===== config.mk =====
export PLATFORM = sky130hd
export DESIGN_NAME = weight_buffer_ctrl
export DESIGN_NICKNAME = d
export VERILOG_FILES = /design/src/rtl/weight_buffer_ctrl.sv
export SDC_FILE = /design/constraint.sdc
export NUM_CORES = 1
export LEC_CHECK = 0
export ABC_CLOCK_PERIOD_IN_PS = 1300
export CORE_MARGIN = 8
export CORE_UTILIZATION = 37
export DETAILED_ROUTE_END_ITERATION = 8
export PLACE_DENSITY_LB_ADDON = 0.08
export SLEW_MARGIN = 10
export SYNTH_ARGS = -nofsm -noshare
export SYNTH_HDL_FRONTEND = slang
export SYNTH_SLANG_ARGS = --single-unit
export TNS_END_PERCENT = 5

===== constraint.sdc =====
create_clock -name clk -period 1.3 [get_ports clk]
set_input_delay 0.26 -clock clk [delete_from_list [all_inputs] [get_ports clk]]
set_output_delay 0.26 -clock clk [all_outputs]
set_load 0.05 [all_outputs]

===== src/rtl/weight_buffer_ctrl.sv =====
// weight_buffer_ctrl
// Sequences a bank-organised weight buffer. A load streams TN*TM words in
// bank-major order into port A. A read sweep walks port B addresses 0..TM-1
// across all banks in parallel. Loaded weights stay valid and can be swept
// repeatedly until the next load is started.
module weight_buffer_ctrl #(
   parameter int TN         = 4,
   parameter int TM         = 16,
   parameter int ADDR_WIDTH = $clog2(TM),
   parameter int ADDR_EXT   = $clog2(TN) + 1,
   parameter int DATA_WIDTH = 64
) (
   input  logic                           clk,
   input  logic                           rst_n,
   // load stream
   input  logic                           load_start,
   input  logic [DATA_WIDTH-1:0]          s_data,
   input  logic                           s_valid,
   output logic                           s_ready,
   // buffer port A (write)
   output logic                           wbuf_ena,
   output logic                           wbuf_wea,
   output logic [ADDR_EXT+ADDR_WIDTH-1:0] wbuf_addra,
   output logic [DATA_WIDTH-1:0]          wbuf_dia,
   // read sweep control
   input  logic                           rd_start,
   input  logic                           rd_hold,
   // buffer port B (read)
   output logic                           wbuf_enb,
   output logic [ADDR_WIDTH-1:0]          wbuf_addrb,
   output logic                           rd_valid,
   output logic                           rd_last,
   // status
   output logic                           loaded,
   output logic                           busy
);

   // Bank-select field of the port A address; the top address bit is a spare
   // that is always written as zero.
   localparam int BANK_W = ADDR_EXT - 1;
   localparam logic [BANK_W-1:0]     LAST_BANK = BANK_W'(TN - 1);
   localparam logic [ADDR_WIDTH-1:0] LAST_WORD = ADDR_WIDTH'(TM - 1);

   typedef enum logic [1:0] {
      IDLE   = 2'd0,
      LOAD   = 2'd1,
      LOADED = 2'd2,
      READ   = 2'd3
   } state_t;

   state_t state_reg, state_next;

   // Load position kept as separate bank/word counters so the bank-major
   // ordering holds even when TM is not a power of two.
   logic [BANK_W-1:0]     bank_reg, bank_next;
   logic [ADDR_WIDTH-1:0] word_reg, word_next;

   // Read sweep address.
   logic [ADDR_WIDTH-1:0] rd_cnt_reg, rd_cnt_next;

   // Registered port A write path.
   logic                           wr_en_reg;
   logic [ADDR_EXT+ADDR_WIDTH-1:0] wr_addr_reg;
   logic [DATA_WIDTH-1:0]          wr_data_reg;

   // Read-data qualifiers, aligned to the one-cycle buffer read latency.
   logic rd_valid_reg;
   logic rd_last_reg;

   // Derived strobes.
   logic in_load;
   logic in_read;
   logic beat_accept;
   logic last_beat;
   logic rd_en;
   logic rd_at_last;

   assign in_load     = (state_reg == LOAD);
   assign in_read     = (state_reg == READ);
   // s_ready is simply "in LOAD", so a handshake is s_valid while loading.
   assign beat_accept = in_load && s_valid;
   assign last_beat   = beat_accept && (bank_reg == LAST_BANK) && (word_reg == LAST_WORD);
   assign rd_en       = in_read && !rd_hold;
   assign rd_at_last  = rd_en && (rd_cnt_reg == LAST_WORD);

   // Next-state selection; rd_start wins over load_start once weights are loaded.
   always_comb begin
      state_next = state_reg;
      case (state_reg)
         IDLE: begin
            if (load_start) begin
               state_next = LOAD;
            end
         end
         LOAD: begin
            if (last_beat) begin
               state_next = LOADED;
            end
         end
         LOADED: begin
            if (rd_start) begin
               state_next = READ;
            end else if (load_start) begin
               state_next = LOAD;
            end
         end
         READ: begin
            if (rd_at_last) begin
               state_next = LOADED;
            end
         end
         default: begin
            state_next = IDLE;
         end
      endcase
   end

   // Load counters: parked at zero outside LOAD so every load starts at bank 0, word 0.
   always_comb begin
      bank_next = bank_reg;
      word_next = word_reg;
      if (!in_load) begin
         bank_next = '0;
         word_next = '0;
      end else if (beat_accept) begin
         if (word_reg == LAST_WORD) begin
            word_next = '0;
            if (bank_reg == LAST_BANK) begin
               bank_next = '0;
            end else begin
               bank_next = bank_reg + 1'b1;
            end
         end else begin
            word_next = word_reg + 1'b1;
         end
      end
   end

   // Read address: advances only on enabled cycles and returns to zero when the sweep ends.
   always_comb begin
      rd_cnt_next = rd_cnt_reg;
      if (!in_read) begin
         rd_cnt_next = '0;
      end else if (rd_en) begin
         if (rd_cnt_reg == LAST_WORD) begin
            rd_cnt_next = '0;
         end else begin
            rd_cnt_next = rd_cnt_reg + 1'b1;
         end
      end
   end

   // State and counter registers.
   always_ff @(posedge clk) begin
      if (!rst_n) begin
         state_reg  <= IDLE;
         bank_reg   <= '0;
         word_reg   <= '0;
         rd_cnt_reg <= '0;
      end else begin
         state_reg  <= state_next;
         bank_reg   <= bank_next;
         word_reg   <= word_next;
         rd_cnt_reg <= rd_cnt_next;
      end
   end

   // Write path: a beat accepted this cycle is presented on port A next cycle.
   always_ff @(posedge clk) begin
      if (!rst_n) begin
         wr_en_reg   <= 1'b0;
         wr_addr_reg <= '0;
         wr_data_reg <= '0;
      end else begin
         wr_en_reg <= beat_accept;
         if (beat_accept) begin
            wr_addr_reg <= {1'b0, bank_reg, word_reg};
            wr_data_reg <= s_data;
         end
      end
   end

   // Read qualifiers trail the port B enable by the buffer read latency.
   always_ff @(posedge clk) begin
      if (!rst_n) begin
         rd_valid_reg <= 1'b0;
         rd_last_reg  <= 1'b0;
      end else begin
         rd_valid_reg <= rd_en;
         rd_last_reg  <= rd_at_last;
      end
   end

   assign s_ready    = in_load;
   assign wbuf_ena   = wr_en_reg;
   assign wbuf_wea   = wr_en_reg;
   assign wbuf_addra = wr_addr_reg;
   assign wbuf_dia   = wr_data_reg;
   assign wbuf_enb   = rd_en;
   assign wbuf_addrb = rd_cnt_reg;
   assign rd_valid   = rd_valid_reg;
   assign rd_last    = rd_last_reg;
   assign loaded     = (state_reg == LOADED);
   assign busy       = in_load || in_read;

endmodule


==> parameters.txt, run 1 <==
Parameter                              Value

Setup path
  Cell depth of the worst flop-to-flop path ... 4
  Data required, critical path ... 1040 ps
  Slowest stage delay, CP ... 400 ps
  Reg2reg start ... word_reg[1]
  Destination of the worst register-to-register timing path ... bank_reg[0]
  Biggest fanout along the worst timing path ... 6
  Data arrival time of the worst path ... 1130 ps
  Family with the most delay on the worst path ... flip-flops
  Category of the critical setup timing path ... flop to output pin
  Type of element capturing the critical path ... output pin
  Critical-path cell list ... buf_6 > nor2b_4 > buf_12
  Cell at the slowest stage of the critical path ... sky130_fd_sc_hd__dfxtp_4
  Type of origin of the critical path ... flop
  FF-to-FF setup slack ... 20 ps
  Total buffers and inverters traversed by the critical path ... 2

Global route
  All-Layer GR Usage ... 16.5%
  Wire length of the first global-routing pass ... 15.6 mm
  Pin count of the biggest net entering global routing ... 47
  Initial antenna violation count ... 0
  Vias in the first global route ... 3151
  Final global-route overflow total ... 0

Power
  Power Internal ... 4.64 mW
  Worst-case vdd ir drop ... 524 uV
  Switch share ... 25.4%
  Leakage component of the power ... 2.30 nW
  Clock share of power ... 36.2%
  PnR Total Power ... 6.22 mW
  Gate power share ... 19.1%
  Net switching power ... 1.58 mW
  Cell area power density ... 1020 nW/um^2
  Sequential group share of total power ... 44.6%

Clocking
  Maximum clock insertion buffer count ... 2
  Clock transition time at the flip-flop clock pins of the worst setup and hold paths ... 80 ps
  Total of hold buffers inserted after clock tree synthesis ... 0
  Clock tree from TritonCTS ... yes
  Clk sinks ... 85
  Clock network latency to the later pin of the worst-skew pair ... 340 ps
  Number of buffers added by the clock tree synthesis step ... 9
  Depth of the CTS H-tree ... 3
  Root Buffer Master ... sky130_fd_sc_hd__clkbuf_8

Yosys
  Count of warnings emitted by yosys ... 0
  Post-synthesis instance total ... 382
  Number of distinct library cells after synthesis ... 35
  Mean post-synth cell area ... 8.40 sq um
  Total of flip-flops plus latches after synthesis ... 85
  Post-Synthesis Cell Area ... 3210 sq um
  Most used flip-flop cell after synthesis ... sky130_fd_sc_hd__dfxtp_1
  Post-synthesis sequential area ratio ... 53.0%
  EDFF count, synth ... 0
  Ys async rst share ... 0%
  Syn_nets ... 455

Floorplanning
  Starting density of the core ... 37.5%
  DIE WIDTH ... 109 microns
  Rows ... 34
  Core area ... 8550 sq um
  Die Outline Area ... 11900 sq um
  I/O pin cnt ... 153
  Die H ... 109 microns

Final layout
  Commonest non-fill, non-tap cell in the layout ... sky130_fd_sc_hd__nand2_1
  Final instance count without filler cells ... 654
  Fill count ... 630
  Fraction of final layout cells sized beyond drive strength 1 ... 24.7%
  Multi-input gate area ... 1390 sq um
  Max FFs per register ... 64
  Most used cells in the layout excluding fill and tap cells ... sky130_fd_sc_hd__nand2_1 (142), sky130_fd_sc_hd__buf_12 (87), sky130_fd_sc_hd__dfxtp_1 (81)
  Design Area, Final ... 6080 sq um
  Seq. cell area ... 1710 sq um
  Antenna Diode Count ... 0
  Area growth from synthesis to final layout ... 89.4%
  Final net count ... 614

Hold path
  Capture endpoint of the worst hold path ... wbuf_dia[41]
  Worst hold path type ... primary input to flop
  Launch instance of the worst min-delay path ... s_data[41]
  Hold path depth ... 3

Placed design
  # port buffers ... 151
  Placed instance area ... 5760 sq um
  Final HPWL from detailed placement ... 7.28 mm
  Weighted congestion reported at the end of routability-driven placement ... 0.746
  Cell Count Post-Placement ... 634

Route
  Number of search-and-repair iterations in the first detailed-routing pass ... 5
  Total DRC errors in the routed layout ... 0
  Overall routed net length ... 9.80 mm
  Average routed wire per standard cell ... 15.0 microns
  Drt first-iter violations ... 146
  Overall via count from detail_route ... 3085
  Number of vias per cell after detailed routing ... 4.72
  Final ANT Viol Nets ... 0

STA
  Post-route fraction of the period consumed by the critical path ... 107%
  RSZ-0062 raised after global routing ... true
  Achievable frequency ... 0.719 GHz
  Clock period minus worst slack ... 1390 ps
  Final setup violating endpoints ... 3
  Number of slew-limit violations in the final report ... 0
  Fin. Hold Viols ... 0
  Worst hold slack ... 458 ps
  Setup TNS ... -250 ps
  Final critical-path setup slack ... -90.7 ps
  Clock tree skew after final layout ... 6.81 ps

Outcome
  Failing checks ... setup timing
  Result of the run ... finished, violations left

Job
  Max-cap viol count ... 0
## how the worst max path moves through the flow
stage / start / end / depth (start not counted)
2_1_floorplan: state_reg[1] / loaded / 2
3_3_place_gp: s_valid / wbuf_dia[35] / 5
3_5_place_dp: s_valid / wbuf_dia[33] / 5
4_1_cts: state_reg[1] / loaded / 3
5_1_grt: state_reg[1] / loaded / 3
6_report: state_reg[1] / loaded / 3
## area by class of cell
type / count / area share [%]
Tap cell: 108 / 2.22
Sequential cell: 85 / 28.2
Timing Repair Buffer: 176 / 42.6
Multi-Input combinational cell: 266 / 22.9
Clock inverter: 4 / 1.56
Clock buffer: 12 / 2.39
Inverter: 3 / 0.185
## what timing repair did
action / in CTS / in global routing
endpoints found under the setup margin: 39 / 17
hold endpoints to repair: 0 / 0
pin swaps: 2 / 1
gates resized for setup: 14 / 15
buffers inserted: 3 / 1
## cells by family (layout without fill, tap and decap cells)
logic type                 after synthesis  count (layout)  share of synthesized area, %
xor gates and xnor gates                 4               4                          1.09
other                                    1               1                         0.117
DFF                                     85              85                          53.0
adders and majority gates                3               3                          1.17
muxes                                    2               2                         0.624
AOI/OAI and AO/OA                       83              83                          16.5
and+or+nand+nor                        173             173                          22.7
buffers and inverters                   31             195                          4.83
## worst min-delay path: cells and delay by family
family	cells	cell delay, ps
AOI/OAI and AO/OA	1	50
buffers and inverters	1	390
and+or+nand+nor	1	50
## cell usage after synthesis, types with 3 or more instances
library cell               instances  area share [%]
sky130_fd_sc_hd__a21boi_0         41             9.6
sky130_fd_sc_hd__a21oi_1          34             5.3
sky130_fd_sc_hd__buf_2             7             1.1
sky130_fd_sc_hd__buf_4             6             1.4
sky130_fd_sc_hd__clkbuf_1         14             1.6
sky130_fd_sc_hd__dfxtp_1          85              53
sky130_fd_sc_hd__ha_1              3             1.2
sky130_fd_sc_hd__inv_1             3            0.35
sky130_fd_sc_hd__nand2_1         142              17
sky130_fd_sc_hd__nand3_1           4            0.62
sky130_fd_sc_hd__nor2_1            9             1.1
sky130_fd_sc_hd__nor2b_1           3            0.58
sky130_fd_sc_hd__o21ai_0           4            0.62
## per-stage QoR
| stage | setup WS, ps | utilization (%) |
|---|---|---|
| 2_1_floorplan | -111 | - |
| 3_3_place_gp | -337 | 67.4 |
| 3_5_place_dp | -438 | 67.4 |
| 4_1_cts | -101 | 70.9 |
| 5_1_grt | -130 | 71.1 |
| 6_report | -90.7 | 71.1 |
## power groups by stage
stage          logic [mW]  clock network [mW]  registers (mW)
6_report             1.19                2.25            2.77
5_1_grt              1.26                2.42            2.79
4_1_cts              1.20                2.32            2.78
3_5_place_dp         1.19                   0            2.84
3_3_place_gp         1.18                   0            2.83
2_1_floorplan       0.253                   0            3.07
## per-layer routing
metal	wire length (microns)	share of wire (%)	up-vias	global-route usage, %
li1	-	-	1559	-
met1	3990	41	1432	19.4
met2	4890	50	88	27.7
met3	846	8.6	6	5.32
met4	80	0.82	0	5.47
met5	0	0	-	0
No activity file was read; power rests on OpenSTA's default activity.
==> run 2: changes to the inputs <==
--- a/config.mk
+++ b/config.mk
@@ -5,9 +5,9 @@
 export SDC_FILE = /design/constraint.sdc
 export NUM_CORES = 1
 export LEC_CHECK = 0
-export ABC_CLOCK_PERIOD_IN_PS = 1300
+export ABC_CLOCK_PERIOD_IN_PS = 1450
 export CORE_MARGIN = 8
-export CORE_UTILIZATION = 37
+export CORE_UTILIZATION = 41
 export DETAILED_ROUTE_END_ITERATION = 8
 export PLACE_DENSITY_LB_ADDON = 0.08
 export SLEW_MARGIN = 10
==> constraint.sdc (replaced) <==
create_clock -name clk -period 1.45 [get_ports clk]
set_input_delay 0.29 -clock clk [delete_from_list [all_inputs] [get_ports clk]]
set_output_delay 0.29 -clock clk [all_outputs]
set_load 0.05 [all_outputs]
==> parameters.txt, run 2 (same netlist as run 1, synthesis figures left out) <==
Parameter                              Value

Outcome
  Result of the run ... completed

Floorplanning
  Die Outline Area ... 10900 sq um (-8.4%)
  I/O pin cnt ... 153 (unchanged)
  Die H ... 104 microns (-4.3%)
  DIE WIDTH ... 104 microns (-4.3%)
  Core area ... 7650 sq um (-11%)
  Starting density of the core ... 42.0% (+4.4 points)
  Rows ... 32 (-5.9%)

Setup path
  Type of origin of the critical path ... flop
  Category of the critical setup timing path ... flop to output pin
  Slowest stage delay, CP ... 370 ps (-30 ps)
  Cell at the slowest stage of the critical path ... sky130_fd_sc_hd__dfxtp_4
  Data arrival time of the worst path ... 1130 ps (about the same)
  Family with the most delay on the worst path ... flip-flops
  Biggest fanout along the worst timing path ... 6 (unchanged)
  Data required, critical path ... 1160 ps (+120 ps)
  Critical-path cell list ... buf_6 > nor2b_4 > buf_12
  Type of element capturing the critical path ... output pin
  Total buffers and inverters traversed by the critical path ... 2 (unchanged)

Final layout
  Final net count ... 611 (-0.49%)
  Commonest non-fill, non-tap cell in the layout ... sky130_fd_sc_hd__nand2_1
  Final instance count without filler cells ... 645 (-1.4%)
  Area growth from synthesis to final layout ... 86.5%
  Fill count ... 522 (-17%)
  Most used cells in the layout excluding fill and tap cells ... sky130_fd_sc_hd__nand2_1 (142), sky130_fd_sc_hd__buf_12 (84), sky130_fd_sc_hd__dfxtp_1 (83)
  Design Area, Final ... 5990 sq um (-1.5%)
  Fraction of final layout cells sized beyond drive strength 1 ... 24.1% (-0.60 points)
  Antenna Diode Count ... 0 (unchanged)
  Max FFs per register ... 64 (unchanged)

Power
  PnR Total Power ... 5.41 mW (-13%)
  Worst-case vdd ir drop ... 520 uV (-0.73%)
  Cell area power density ... 903 nW/um^2 (-12%)
  Leakage component of the power ... 2.26 nW (-1.7%)

STA
  Clock period minus worst slack ... 1420 ps
  Post-route fraction of the period consumed by the critical path ... 97.8%
  Number of slew-limit violations in the final report ... 0 (unchanged)
  RSZ-0062 raised after global routing ... true
  Fin. Hold Viols ... 0 (unchanged)
  Setup TNS ... 0 ps (+250 ps)
  Achievable frequency ... 0.705 GHz
  Final setup violating endpoints ... 0 (-3)
  Clock tree skew after final layout ... 8.99 ps (+2.18 ps)

Global route
  All-Layer GR Usage ... 18.0% (+1.5 points)
  Vias in the first global route ... 3269 (+3.7%)
  Pin count of the biggest net entering global routing ... 44 (-6.4%)
  Initial antenna violation count ... 0 (unchanged)
  Wire length of the first global-routing pass ... 16.0 mm (+2.8%)
  Final global-route overflow total ... 0 (unchanged)

Route
  Number of vias per cell after detailed routing ... 4.83 (+2.5%)
  Met3 routed wirelength ... 867 microns (+2.5%)
  Total DRC errors in the routed layout ... 0 (unchanged)
  Met2 Wirelength ... 4.96 mm (+1.5%)
  Overall routed net length ... 9.96 mm (+1.6%)
  Overall via count from detail_route ... 3118 (+1.1%)
  Number of search-and-repair iterations in the first detailed-routing pass ... 5 (unchanged)
  Drt first-iter violations ... 69 (-53%)
  Average routed wire per standard cell ... 15.4 microns (+3.0%)
  Met1 layer wirelength in the final routing ... 3.92 mm (-1.8%)
  Final ANT Viol Nets ... 0 (unchanged)
  Uppermost routed layer ... met4

Clocking
  Maximum clock insertion buffer count ... 2 (unchanged)
  Clk sinks ... 85 (unchanged)
  Number of buffers added by the clock tree synthesis step ... 9 (unchanged)
  Depth of the CTS H-tree ... 3 (unchanged)
  Clock tree from TritonCTS ... yes
  Clock transition time at the flip-flop clock pins of the worst setup and hold paths ... 90 ps (about the same)
  Root Buffer Master ... sky130_fd_sc_hd__clkbuf_8
  Total of hold buffers inserted after clock tree synthesis ... 0 (unchanged)
  Clock network latency to the later pin of the worst-skew pair ... 350 ps (about the same)

Placed design
  Weighted congestion reported at the end of routability-driven placement ... 0.780 (+4.5%)
  # port buffers ... 151 (unchanged)
  Final HPWL from detailed placement ... 7.46 mm (+2.5%)
  Placed instance area ... 5700 sq um (-1.0%)
  Cell Count Post-Placement ... 626 (-1.3%)

Hold path
  Worst hold path type ... primary input to flop

Job
  Max-cap viol count ... 0 (unchanged)
==> run 2: final timing paths <==
path	startpoint	endpoint	slack, ps	cells past startpoint
worst min-delay path	rd_hold	rd_valid	260	3
worst max register to register	state_reg[1]	bank_reg[0]	70	4
worst max-delay path	state_reg[0]	loaded	30	3
worst min register to register	wbuf_dia[21]	wbuf_dia[21]	490	2
==> run 2: worst register-to-register path, cell delays in order, from the launching register on <==
cell                       delay (ps)
sky130_fd_sc_hd__dfxtp_4          380
sky130_fd_sc_hd__clkbuf_2         150
sky130_fd_sc_hd__nand4b_4         180
sky130_fd_sc_hd__or4_4            490
sky130_fd_sc_hd__a21oi_2          120
==> run 2: stage by stage <==
step	hold slack, ps	utilization, %	worst slack (ps)
6_report	258	78.3	31.6
5_1_grt	250	78.3	-21.2
4_1_cts	462	77.7	-25.0
3_5_place_dp	484	74.6	-318
3_3_place_gp	471	74.6	-253
2_1_floorplan	362	-	9.06
==> run 2: layout make-up <==
type                    instances  area, sq um  share of cell area (%)
clock buffers                   9          124                    2.07
clock inverters                 7         97.6                    1.63
inverters                       3         11.3                   0.188
multi-input cells             266         1390                    23.2
flip-flops and latches         85         1710                    28.5
well taps                     102          128                    2.13
repair buffers                173         2530                    42.2
==> run 2: timing repair <==
action / CTS / global route
buffers inserted: 1 / 2
setup endpoints to repair: 4 / 10
resized for setup: 6 / 8
==> run 2: power breakdown <==
part | internal (mW) | switching [mW]
sequential | 2.41 | 0.0796
combinational | 0.550 | 0.508
clock | 0.979 | 0.885
==> run 2: routing by layer <==
metal,vias up,track usage [%]
li1,1547,-
met4,0,6.83
met3,17,7.68
met5,-,0
met2,101,30.6
met1,1453,19.3
==> run 3: changes to the inputs <==
--- a/config.mk
+++ b/config.mk
@@ -9,7 +9,7 @@
 export CORE_MARGIN = 8
 export CORE_UTILIZATION = 41
 export DETAILED_ROUTE_END_ITERATION = 8
-export PLACE_DENSITY_LB_ADDON = 0.08
+export PLACE_DENSITY_LB_ADDON = 0.15
 export SLEW_MARGIN = 10
 export SYNTH_ARGS = -nofsm -noshare
 export SYNTH_HDL_FRONTEND = slang
==> parameters.txt, run 3 (same netlist as run 1, synthesis figures left out) <==
Parameter                              Value

Power
  Cell area power density ... 905 nW/um^2 (+0.22%)
  Worst-case vdd ir drop ... 585 uV (+12%)
  Leakage component of the power ... 2.27 nW (+0.70%)
  PnR Total Power ... 5.44 mW (+0.54%)

Final layout
  Fill count ... 492 (-5.7%)
  Commonest non-fill, non-tap cell in the layout ... sky130_fd_sc_hd__nand2_1
  Area growth from synthesis to final layout ... 87.1%
  Fraction of final layout cells sized beyond drive strength 1 ... 23.7% (-0.41 points)
  Final net count ... 612 (+0.16%)
  Antenna Diode Count ... 0 (unchanged)
  Most used cells in the layout excluding fill and tap cells ... sky130_fd_sc_hd__nand2_1 (142), sky130_fd_sc_hd__buf_12 (86), sky130_fd_sc_hd__dfxtp_1 (83)
  Final instance count without filler cells ... 646 (+0.16%)
  Post-layout util ... 78.5% (+0.25 points)
  Max FFs per register ... 64 (unchanged)
  Design Area, Final ... 6010 sq um (+0.31%)

Route
  Average routed wire per standard cell ... 15.2 microns (-1.3%)
  Overall routed net length ... 9.84 mm (-1.2%)
  Final ANT Viol Nets ... 0 (unchanged)
  Drt first-iter violations ... 118 (+71%)
  Overall via count from detail_route ... 3048 (-2.2%)
  Number of vias per cell after detailed routing ... 4.72 (-2.4%)
  Total DRC errors in the routed layout ... 0 (unchanged)
  Number of search-and-repair iterations in the first detailed-routing pass ... 4 (-1)

Placed design
  Worst slack after detailed placement ... -326 ps (-8.31 ps)
  Weighted congestion reported at the end of routability-driven placement ... 0.756 (-3.0%)
  Placed instance area ... 5740 sq um (+0.70%)
  Cell Count Post-Placement ... 628 (+0.32%)
  Final HPWL from detailed placement ... 7.47 mm (about the same)
  # port buffers ... 151 (unchanged)

Global route
  Initial antenna violation count ... 0 (unchanged)
  Vias in the first global route ... 3146 (-3.8%)
  Pin count of the biggest net entering global routing ... 41 (-6.8%)
  All-Layer GR Usage ... 17.6% (-0.35 points)
  Final global-route overflow total ... 0 (unchanged)
  Wire length of the first global-routing pass ... 15.8 mm (-1.4%)

Setup path
  Type of element capturing the critical path ... output pin
  Data required, critical path ... 1160 ps (about the same)
  Family with the most delay on the worst path ... buffers and inverters
  Critical-path cell list ... clkdlybuf4s50_1 > nand3b_1 > inv_2 > buf_12
  Slowest stage delay, CP ... 420 ps (+50 ps)
  Biggest fanout along the worst timing path ... 3 (-3)
  Data arrival time of the worst path ... 1140 ps (about the same)
  Cell at the slowest stage of the critical path ... sky130_fd_sc_hd__clkdlybuf4s50_1
  Category of the critical setup timing path ... primary input to output pin
  Type of origin of the critical path ... primary input
  Total buffers and inverters traversed by the critical path ... 3 (+1)

STA
  Number of slew-limit violations in the final report ... 0 (unchanged)
  Worst hold slack ... 368 ps (+110 ps)
  Clock tree skew after final layout ... 9.89 ps (+0.900 ps)
  Post-route fraction of the period consumed by the critical path ... 98.9% (+1.1 points)
  Achievable frequency ... 0.697 GHz (-1.1%)
  Setup TNS ... 0 ps (unchanged)
  Clock period minus worst slack ... 1430 ps (+15.6 ps)
  Final setup violating endpoints ... 0 (unchanged)
  RSZ-0062 raised after global routing ... true
  Fin. Hold Viols ... 0 (unchanged)
  Final critical-path setup slack ... 16.0 ps (-15.6 ps)

Clocking
  Clock tree from TritonCTS ... yes
  Maximum clock insertion buffer count ... 2 (unchanged)
  Number of buffers added by the clock tree synthesis step ... 9 (unchanged)
  Depth of the CTS H-tree ... 3 (unchanged)
  Root Buffer Master ... sky130_fd_sc_hd__clkbuf_8
  Clock network latency to the later pin of the worst-skew pair ... 340 ps (about the same)
  Total of hold buffers inserted after clock tree synthesis ... 0 (unchanged)
  Clk sinks ... 85 (unchanged)
  Clock transition time at the flip-flop clock pins of the worst setup and hold paths ... 80 ps (about the same)

Outcome
  Result of the run ... completed

Floorplanning
  Core area ... 7650 sq um (unchanged)
  Die H ... 104 microns (unchanged)
  I/O pin cnt ... 153 (unchanged)
  DIE WIDTH ... 104 microns (unchanged)
  Die Outline Area ... 10900 sq um (unchanged)
  Starting density of the core ... 42.0% (unchanged)
  Rows ... 32 (unchanged)

Hold path
  Worst hold path type ... primary input to flop

Job
  Max-cap viol count ... 0 (unchanged)
-- run 3: cell count changes in the layout (fill, tap and decap cells not counted), moves of 2 or more --
cell / before / now
sky130_fd_sc_hd__buf_12: 84 / 86
sky130_fd_sc_hd__clkbuf_8: 9 / 11
sky130_fd_sc_hd__inv_6: 2 / 0
sky130_fd_sc_hd__clkinvlp_4: 2 / 0
-- run 3: layout make-up --
class	instances	area, sq um	area share, %
Timing Repair Buffer	174	2560	42.6
Sequential cell	85	1710	28.5
Multi-Input combinational cell	266	1370	22.8
Clock buffer	12	155	2.58
Tap cell	102	128	2.12
Clock inverter	4	70.1	1.17
Inverter	3	11.3	0.188
-- run 3: per-layer routing --
layer,share of wire (%),vias up,wire (microns),global-route usage [%]
li1,-,1546,-,-
met1,41,1386,4080,19.4
met2,49,101,4790,29.8
met3,8.0,15,792,6.51
met4,1.8,0,173,7.34
met5,0,-,0,0
-- run 3: worst paths after layout --
kind / start / endpoint / slack (ps) / depth (start not counted)
max reg2reg: state_reg[0] / word_reg[3] / 40 / 6
min: s_valid / wbuf_ena / 370 / 2
max: rd_hold / wbuf_enb / 20 / 4
min reg2reg: bank_reg[0] / wbuf_addra[4] / 480 / 2
-- run 3: power breakdown --
part,total [mW],internal (mW),switching [mW],leakage [nW]
combinational,1.07,0.561,0.513,1.47
clock,1.88,1.06,0.816,0.116
sequential,2.49,2.41,0.0791,0.691
-- run 3: timing repair --
item,CTS,global route
endpoints found under the setup margin,4,58
buffers inserted,1,1
gates resized for setup,8,2
pin swaps,0,1
